### config.mk
export PLATFORM = sky130hd
export DESIGN_NAME = ucie_ctl_tx_fsm
export DESIGN_NICKNAME = d
export VERILOG_FILES = /design/src/rtl/ucie_ctl_tx_fsm.sv
export SDC_FILE = /design/constraint.sdc
export NUM_CORES = 1
export LEC_CHECK = 0
export ABC_AREA = 1
export CORE_MARGIN = 2
export CORE_UTILIZATION = 50
export CTS_CLUSTER_SIZE = 16
export DETAILED_ROUTE_END_ITERATION = 12
export PLACE_DENSITY = 0.87
export SYNTH_ARGS = -nofsm -noshare
export SYNTH_HDL_FRONTEND = slang
export SYNTH_SLANG_ARGS = --single-unit
export TNS_END_PERCENT = 5
### constraint.sdc
create_clock -name i_clk -period 7.1 [get_ports i_clk]
set_clock_uncertainty 0.2 [all_clocks]
set_input_delay 1.065 -clock i_clk [delete_from_list [all_inputs] [get_ports i_clk]]
set_output_delay 1.065 -clock i_clk [all_outputs]
set_load 0.1 [all_outputs]
### src/rtl/ucie_ctl_tx_fsm.sv
// ---------------------------------------------------------------------------
// ucie_ctl_tx_fsm
//
// Transmit-side control FSM for the UCIe controller. It decides when a word
// may be popped from the TX buffer and put on the link, using credit-based
// flow control so the remote RX buffer can never overflow. If the remote
// receiver still reports an overflow, the FSM holds in ERROR for a fixed
// number of cycles and then falls back to IDLE with a full credit reload.
//
// Ports
//   i_clk                 clock
//   i_rst                 synchronous reset, active-high
//   i_state_request[3:0]  link state request; nonzero = run, zero = idle
//   i_buffer_empty        TX buffer empty flag
//   i_credit_return       one-cycle pulse: remote RX freed one entry
//   i_overflow_detected   remote RX overflow report (level)
//   o_buffer_read_enable  pop one TX buffer entry this cycle (combinational)
//   o_tx_valid            link data valid, one cycle after the pop
//   o_credit_count        registered credit counter
//   o_overflow_detected   high while in ERROR
//   o_credit_error        one-cycle pulse: credit returned while already full
//   o_state[3:0]          one-hot state for observation:
//                         IDLE=0001 ACTIVE=0010 STALL=0100 ERROR=1000
//
// Handshake: a pop happens in every cycle o_buffer_read_enable is high; the
// TX buffer presents the popped word one cycle later, which is exactly the
// cycle o_tx_valid is high. There is no back-pressure from the link side;
// the credit counter is the only flow control.
// ---------------------------------------------------------------------------
module ucie_ctl_tx_fsm #(
  parameter int CREDIT_MAX = 8,
  parameter int CREDIT_W   = 4,
  parameter int ERR_HOLD   = 4
) (
  input  logic                i_clk,
  input  logic                i_rst,
  input  logic [3:0]          i_state_request,
  input  logic                i_buffer_empty,
  input  logic                i_credit_return,
  input  logic                i_overflow_detected,
  output logic                o_buffer_read_enable,
  output logic                o_tx_valid,
  output logic [CREDIT_W-1:0] o_credit_count,
  output logic                o_overflow_detected,
  output logic                o_credit_error,
  output logic [3:0]          o_state
);

  typedef enum logic [3:0] {
    ST_IDLE   = 4'b0001,
    ST_ACTIVE = 4'b0010,
    ST_STALL  = 4'b0100,
    ST_ERROR  = 4'b1000
  } state_e;

  localparam logic [CREDIT_W-1:0] CREDIT_FULL = CREDIT_W'(CREDIT_MAX);
  localparam int                  ERR_W       = (ERR_HOLD > 1) ? $clog2(ERR_HOLD) : 1;
  localparam logic [ERR_W-1:0]    ERR_LAST    = ERR_W'(ERR_HOLD - 1);

  state_e              state_q,        state_d;
  logic [CREDIT_W-1:0] credit_q,       credit_d;
  logic [ERR_W-1:0]    err_cnt_q,      err_cnt_d;
  logic                tx_valid_q;
  logic                credit_error_q, credit_error_d;

  logic                issue;
  logic [CREDIT_W:0]   credit_sum;
  logic                credit_over;
  logic [CREDIT_W-1:0] credit_upd;

  // A read is issued only while ACTIVE with data and at least one credit.
  assign issue = (state_q == ST_ACTIVE) && !i_buffer_empty && (credit_q != '0);

  // One extra bit so a return at full count is visible as an overshoot.
  // issue implies credit_q != 0, so the subtraction cannot wrap.
  assign credit_sum  = {1'b0, credit_q} + (CREDIT_W+1)'(i_credit_return)
                       - (CREDIT_W+1)'(issue);
  assign credit_over = credit_sum > {1'b0, CREDIT_FULL};
  assign credit_upd  = credit_over ? CREDIT_FULL : credit_sum[CREDIT_W-1:0];

  // -------------------------------------------------------------------------
  // Next-state / counter logic
  // -------------------------------------------------------------------------
  always_comb begin
    state_d        = state_q;
    credit_d       = credit_q;
    err_cnt_d      = err_cnt_q;
    credit_error_d = 1'b0;

    case (state_q)
      ST_IDLE: begin
        // Credits are pinned at full and returns are ignored here.
        credit_d  = CREDIT_FULL;
        err_cnt_d = '0;
        if (i_state_request != 4'h0) begin
          state_d = ST_ACTIVE;
        end
      end

      ST_ACTIVE, ST_STALL: begin
        credit_d       = credit_upd;
        credit_error_d = credit_over;
        // Priority: overflow, then request drop, then credit conditions.
        if (i_overflow_detected) begin
          state_d   = ST_ERROR;
          err_cnt_d = '0;
        end else if (i_state_request == 4'h0) begin
          // Link-level drop flushes the remote buffer, so all credits return.
          state_d  = ST_IDLE;
          credit_d = CREDIT_FULL;
        end else if ((state_q == ST_ACTIVE) && (credit_upd == '0)) begin
          state_d = ST_STALL;
        end else if ((state_q == ST_STALL) && i_credit_return) begin
          state_d = ST_ACTIVE;
        end
      end

      ST_ERROR: begin
        // Fixed-length hold; request and overflow inputs are not looked at.
        if (err_cnt_q == ERR_LAST) begin
          state_d   = ST_IDLE;
          credit_d  = CREDIT_FULL;
          err_cnt_d = '0;
        end else begin
          err_cnt_d = err_cnt_q + ERR_W'(1);
        end
      end

      default: begin
        state_d   = ST_IDLE;
        credit_d  = CREDIT_FULL;
        err_cnt_d = '0;
      end
    endcase
  end

  // -------------------------------------------------------------------------
  // State registers
  // -------------------------------------------------------------------------
  always_ff @(posedge i_clk) begin
    if (i_rst) begin
      state_q        <= ST_IDLE;
      credit_q       <= CREDIT_FULL;
      err_cnt_q      <= '0;
      tx_valid_q     <= 1'b0;
      credit_error_q <= 1'b0;
    end else begin
      state_q        <= state_d;
      credit_q       <= credit_d;
      err_cnt_q      <= err_cnt_d;
      // Follows issue in every state so the last ACTIVE read still shows up.
      tx_valid_q     <= issue;
      credit_error_q <= credit_error_d;
    end
  end

  assign o_buffer_read_enable = issue;
  assign o_tx_valid           = tx_valid_q;
  assign o_credit_count       = credit_q;
  assign o_overflow_detected  = (state_q == ST_ERROR);
  assign o_credit_error       = credit_error_q;
  assign o_state              = state_q;

endmodule
# Word level (Yosys, flattened, before mapping)
# Index checks and enable logic that the tools add are counted.
dict set report totals {
  register_bits 12
  inputBits 9
  wordCells 46
}
dict set report op_classes {
  add_sub_neg 3
  magnitude_cmp 1
  n_eq_ne 9
  mux 15
  bitwise 1
  n_reduce_logical 12
}
# operator count
set op_table {}
lappend op_table {{$mux W4} 10}
lappend op_table {{$pmux W4 S3} 1}
lappend op_table {{$logic_not A4 Y1} 2}
lappend op_table {{$pmux W4 S2} 1}
lappend op_table {{$reduce_bool A4 Y1} 2}
lappend op_table {{$add A4 B1 Y5} 1}
lappend op_table {{$gt A5 B4 Y1 const B} 1}
lappend op_table {{$ne A5 B5 Y1 const B} 1}
lappend op_table {{$sub A5 B1 Y5} 1}
lappend op_table {{$eq A4 B1 Y1 const B} 1}
lappend op_table {{$eq A4 B2 Y1 const B} 1}
lappend op_table {{$eq A4 B3 Y1 const B} 1}
lappend op_table {{$eq A4 B4 Y1 const B} 1}
lappend op_table {{$logic_and A1 B1 Y1} 4}
lappend op_table {{$mux W2} 2}
lappend op_table {{$ne A2 B2 Y1 const B} 2}
lappend op_table {{$pmux W2 S2} 1}
lappend op_table {{$reduce_or A2 Y1} 2}
lappend op_table {{$reduce_and A3 Y1} 1}
lappend op_table {{$add A2 B1 Y2 const B} 1}
lappend op_table {{$eq A2 B2 Y1 const B} 1}
lappend op_table {{$ne A2 B1 Y1 const B} 1}
lappend op_table {{$logic_not A1 Y1} 1}
lappend op_table {{$not A1 Y1} 1}

# Depth between registers and ports, before layout
dict set report depth {
  word_depth 12
  mapped_depth 19
}

# Worst setup path before layout
# No wires, ideal clock.
dict set report synth_timing {
  path_type {register to register}
  start {reg credit_q[3], in the netlist o_credit_count[3]}
  end {reg state_q[1], in the netlist o_state[1]}
  setup_time_ps 119
  arrival_time_ps 5583
  required_time_ps 6781
  setup_slack_ps 1197
  path_stages_with_launch 20
  n_path_buf 0
  path_cell_list {dfxtp_1 > inv_1 > ha_1 > nand2_1 > nor2_1 > nor3_1 > ha_1 > inv_1 > ha_1 > inv_1 > fa_1 > inv_1 > nor2_1 > nand2_1 > nor2_1 > nand3_1 > nand3_2 > nand2_2 > o21bai_1 > nor2_1}
}
dict set report synth_between {
  elab_chain_cells 11
  word_cells_on_any_way 14
  classes_between {add/sub: 2; order compare: 1; eq/ne: 1; mux: 5; reduce/logical: 5}
}
# element line_no
set synth_rtl {}
lappend synth_rtl {{from (decl)} 61} ;# logic [CREDIT_W-1:0] credit_q, credit_d;
lappend synth_rtl {{from (signal assigned)} 149} ;# credit_q <= credit_d;
lappend synth_rtl {{$reduce_bool A4 Y1 (*)} 72} ;# assign issue = (state_q == ST_ACTIVE) && !i_buffer_empty && (credit_q != '0);
lappend synth_rtl {{$logic_and A1 B1 Y1 (*)} 72}
lappend synth_rtl {{via o_buffer_read_enable} 41} ;# output logic o_buffer_read_enable,
lappend synth_rtl {{$sub A5 B1 Y5 (*)} 77} ;# - (CREDIT_W+1)'(issue);
lappend synth_rtl {{$gt A5 B4 Y1} 78} ;# assign credit_over = credit_sum > {1'b0, CREDIT_FULL};
lappend synth_rtl {{$mux W4 (*)} 79} ;# assign credit_upd = credit_over ? CREDIT_FULL : credit_sum[CREDIT_W-1:0];
lappend synth_rtl {{$logic_not A4 Y1 (*)} 111} ;# end else if ((state_q == ST_ACTIVE) && (credit_upd == '0)) begin
lappend synth_rtl {{$logic_and A1 B1 Y1 (*)} 111}
lappend synth_rtl {{$mux W4} 111}
lappend synth_rtl {{$mux W4} 107} ;# end else if (i_state_request == 4'h0) begin
lappend synth_rtl {{$mux W4} 104} ;# if (i_overflow_detected) begin
lappend synth_rtl {{$pmux W4 S3} 90} ;# case (state_q)
lappend synth_rtl {{to (signal assigned)} 148} ;# state_q <= state_d;
lappend synth_rtl {{to (decl)} 60} ;# state_e state_q, state_d;
# Mark *: on every way through the listed nets, which the timed path passes. The rest lies on a longest branch.
# A chain may end at the register's enable or synchronous reset.

# Worst setup path after layout
dict set report layout_timing {
  start {in i_buffer_empty}
  end {out o_buffer_read_enable}
}
dict set report layout_between {
  elab_chain_cells 3
}
# element line_no
set layout_rtl {}
lappend layout_rtl {{from (decl)} 38} ;# input logic i_buffer_empty,
lappend layout_rtl {{$logic_not A1 Y1} 72}
lappend layout_rtl {{$logic_and A1 B1 Y1 (2 in a row)} 72}
lappend layout_rtl {{to (decl)} 41}
# No other way between the ends.

==> results.json <==
{
  "die_h_um": 44.1,
  "dp_hpwl_um": 1350,
  "finalHoldViolCount": 0,
  "relSlewSlack_pct": 35.3,
  "dieWidth_um": 44.1,
  "vias": 829,
  "first_pass_iters": 5,
  "timing.hold.ws_ns": 0.268,
  "ys_warn_count": 0,
  "post_cts_buffers": 0,
  "tritoncts": "done",
  "cts.repair.resized": 0,
  "start_util_pct": 53.5,
  "cap_violations": 0,
  "clk_pin_slew_ns": 0.07,
  "tns_ns": 0,
  "cp-start-kind": "primary input",
  "cts_buffers": 3,
  "most-common-layout-cells": "nand2_1, clkdlybuf4s50_1, inv_1",
  "coreArea_um2": 1510,
  "synthSimpleGateAreaFrac_pct": 35.6,
  "ff_latch_area_um2": 240,
  "synth_area_um2": 806,
  "drt_iter0_drc": 23,
  "finalMaxSlewViolations": 0,
  "routedWlPerCell_um": 11.5,
  "avgSynthCellArea_um2": 6.95,
  "ir_worst_vdd_mv": 0.149,
  "grt_pass1_vias": 770,
  "wl_met2_um": 858,
  "fill_cells": 124,
  "insertion_delay_ns": 0.27,
  "wl_met3_um": 154,
  "power.total_uw": 214,
  "finalCriticalPeriod_ns": 4.20,
  "met1_length_um": 752,
  "worstHoldPathType": "flop to flop",
  "ys_ff_latch": 12,
  "routed_wl_um": 1780,
  "gr-total-overflow": 0,
  "die_area_um2": 1950,
  "io_pins": 21,
  "power.density_nw_per_um2": 202,
  "worstSetupPathType": "primary input to primary output",
  "syn-num-nets": 133,
  "antenna_found_initial": 0,
  "hold_buffers": 0,
  "setup_viol": 0,
  "worst_slew_pin_slew_ns": 0.968,
  "synthAdderAreaFrac_pct": 13.4,
  "final_common_cell": "nand2_1",
  "p_leak_nw": 0.483,
  "critPathArrivalTime_ns": 2.93,
  "regToRegEndpoint": "o_state[2]",
  "root_buffer": "clkbuf_4",
  "synth_mux_area_share_pct": 0,
  "grt_max_degree": 11,
  "cp-end-kind": "primary output",
  "fin_nets": 157,
  "hold_depth": 2,
  "r2r-start": "o_credit_count[3]",
  "finalWeightedCongestion": 0.808,
  "grt_setup_unrepaired": "false",
  "cts_sinks": 12,
  "outcome": "completed",
  "timing.fmax_mhz": 238,
  "synth_compound_area_share_pct": 10.9,
  "yosysSeqAreaShare_pct": 29.8,
  "r2r_setup_slack_ns": 3.89,
  "grt_pass1_wl_um": 3100,
  "num_rows": 14,
  "synthXorXnorAreaFrac_pct": 1.09,
  "syn2layout_area_growth_pct": 31.4,
  "final_antenna_net_count": 0,
  "synth_cell_types": 22,
  "drive_above_1_share_pct": 8.63,
  "worstPathRequired_ns": 5.83,
  "htreeDepth": 1,
  "clockBufferDepth": 2,
  "insertedDiodeCount": 0,
  "track_usage_pct": 21.3,
  "viasPerCell": 5.35,
  "drc": 0,
  "final.period_utilization_pct": 59.1,
  "worstPathMaxFanout": 2,
  "hold_path_end": "err_cnt_q[1]",
  "io_buffers": 20,
  "rr_worst_depth": 19,
  "syn_inst": 116,
  "dr.max_layer_used": "met4",
  "synth_top_family_by_area": "simple AND/OR/NAND/NOR gates",
  "multi_input_area_um2": 490,
  "hp-start": "err_cnt_q[1]"
}
[cells in the mapped netlist (all sizes together)]
cell | n | area (um2)
nand3 | 10 | 60.1
o21ai | 2 | 10.0
xor2 | 1 | 8.76
nor3 | 1 | 5.00
nand4 | 3 | 18.8
fa | 1 | 20.0
inv | 19 | 71.3
a21oi | 11 | 70.1
nor2 | 15 | 58.8
or2 | 1 | 6.26
nand3b | 3 | 22.5
dfxtp | 12 | 240
o21bai | 1 | 7.51
nor4 | 1 | 6.26
nand2 | 27 | 109
clkbuf | 1 | 3.75
ha | 7 | 87.6
[kinds of logic (layout without fill, tap and decap cells)]
family,after synthesis,in the layout
AOI/OAI and AO/OA,14,14
xor gates and xnor gates,1,1
and+or+nand+nor,61,61
buffers and inverters,20,43
DFF,12,12
adders and majority gates,8,8
[cell type report]
class                      count  area share (%)
tap                           16            1.89
timing repair buffer          20            18.9
inverter                      19            6.74
multi-input combinational     84            46.3
clock buffer                   4            3.43
sequential                    12            22.7
[sequential cells by signal, indices dropped and copies added, names as in the netlist]
| signal | flops |
|---|---|
| o_credit_count | 4 |
| o_credit_error | 1 |
| err_cnt_q | 2 |
| o_state | 4 |
| o_tx_valid | 1 |
[where the power goes]
part	internal, mW	total, mW	switching [mW]
registers	0.0716	0.0754	0.00384
clock network	0.0312	0.0527	0.0215
logic	0.0241	0.0854	0.0613
[how the worst max path moves through the flow]
stage	startpoint	end	cells after the start
floorplan	o_credit_count[3]	o_state[1]	19
global placement	i_buffer_empty	o_buffer_read_enable	3
detailed placement	i_buffer_empty	o_buffer_read_enable	3
CTS	i_buffer_empty	o_buffer_read_enable	3
global route	i_buffer_empty	o_buffer_read_enable	3
finish	i_buffer_empty	o_buffer_read_enable	3
[routing by layer]
layer / vias up / track usage, %
met5: - / 0
met4: 0 / 6.06
met3: 2 / 6.53
met2: 35 / 36.5
met1: 374 / 25.7
li1: 418 / -
[metrics by stage]
| step | instances | instance area, um2 | utilization (%) | setup slack (ns) |
|---|---|---|---|---|
| after floorplan | 116 | 806 | - | 1.20 |
| after global placement | 151 | 1020 | 67.9 | 2.94 |
| after detailed placement | 151 | 1020 | 67.9 | 2.90 |
| after CTS | 155 | 1060 | 70.3 | 2.90 |
| after global routing | 155 | 1060 | 70.3 | 2.79 |
| final | 155 | 1060 | 70.3 | 2.90 |
[worst max-delay path, stage by stage]
cell,delay [ns]
clkdlybuf4s50_1,0.42
nor3_1,0.26
clkdlybuf4s50_1,1.18
No activity file was read; power rests on OpenSTA's default activity.
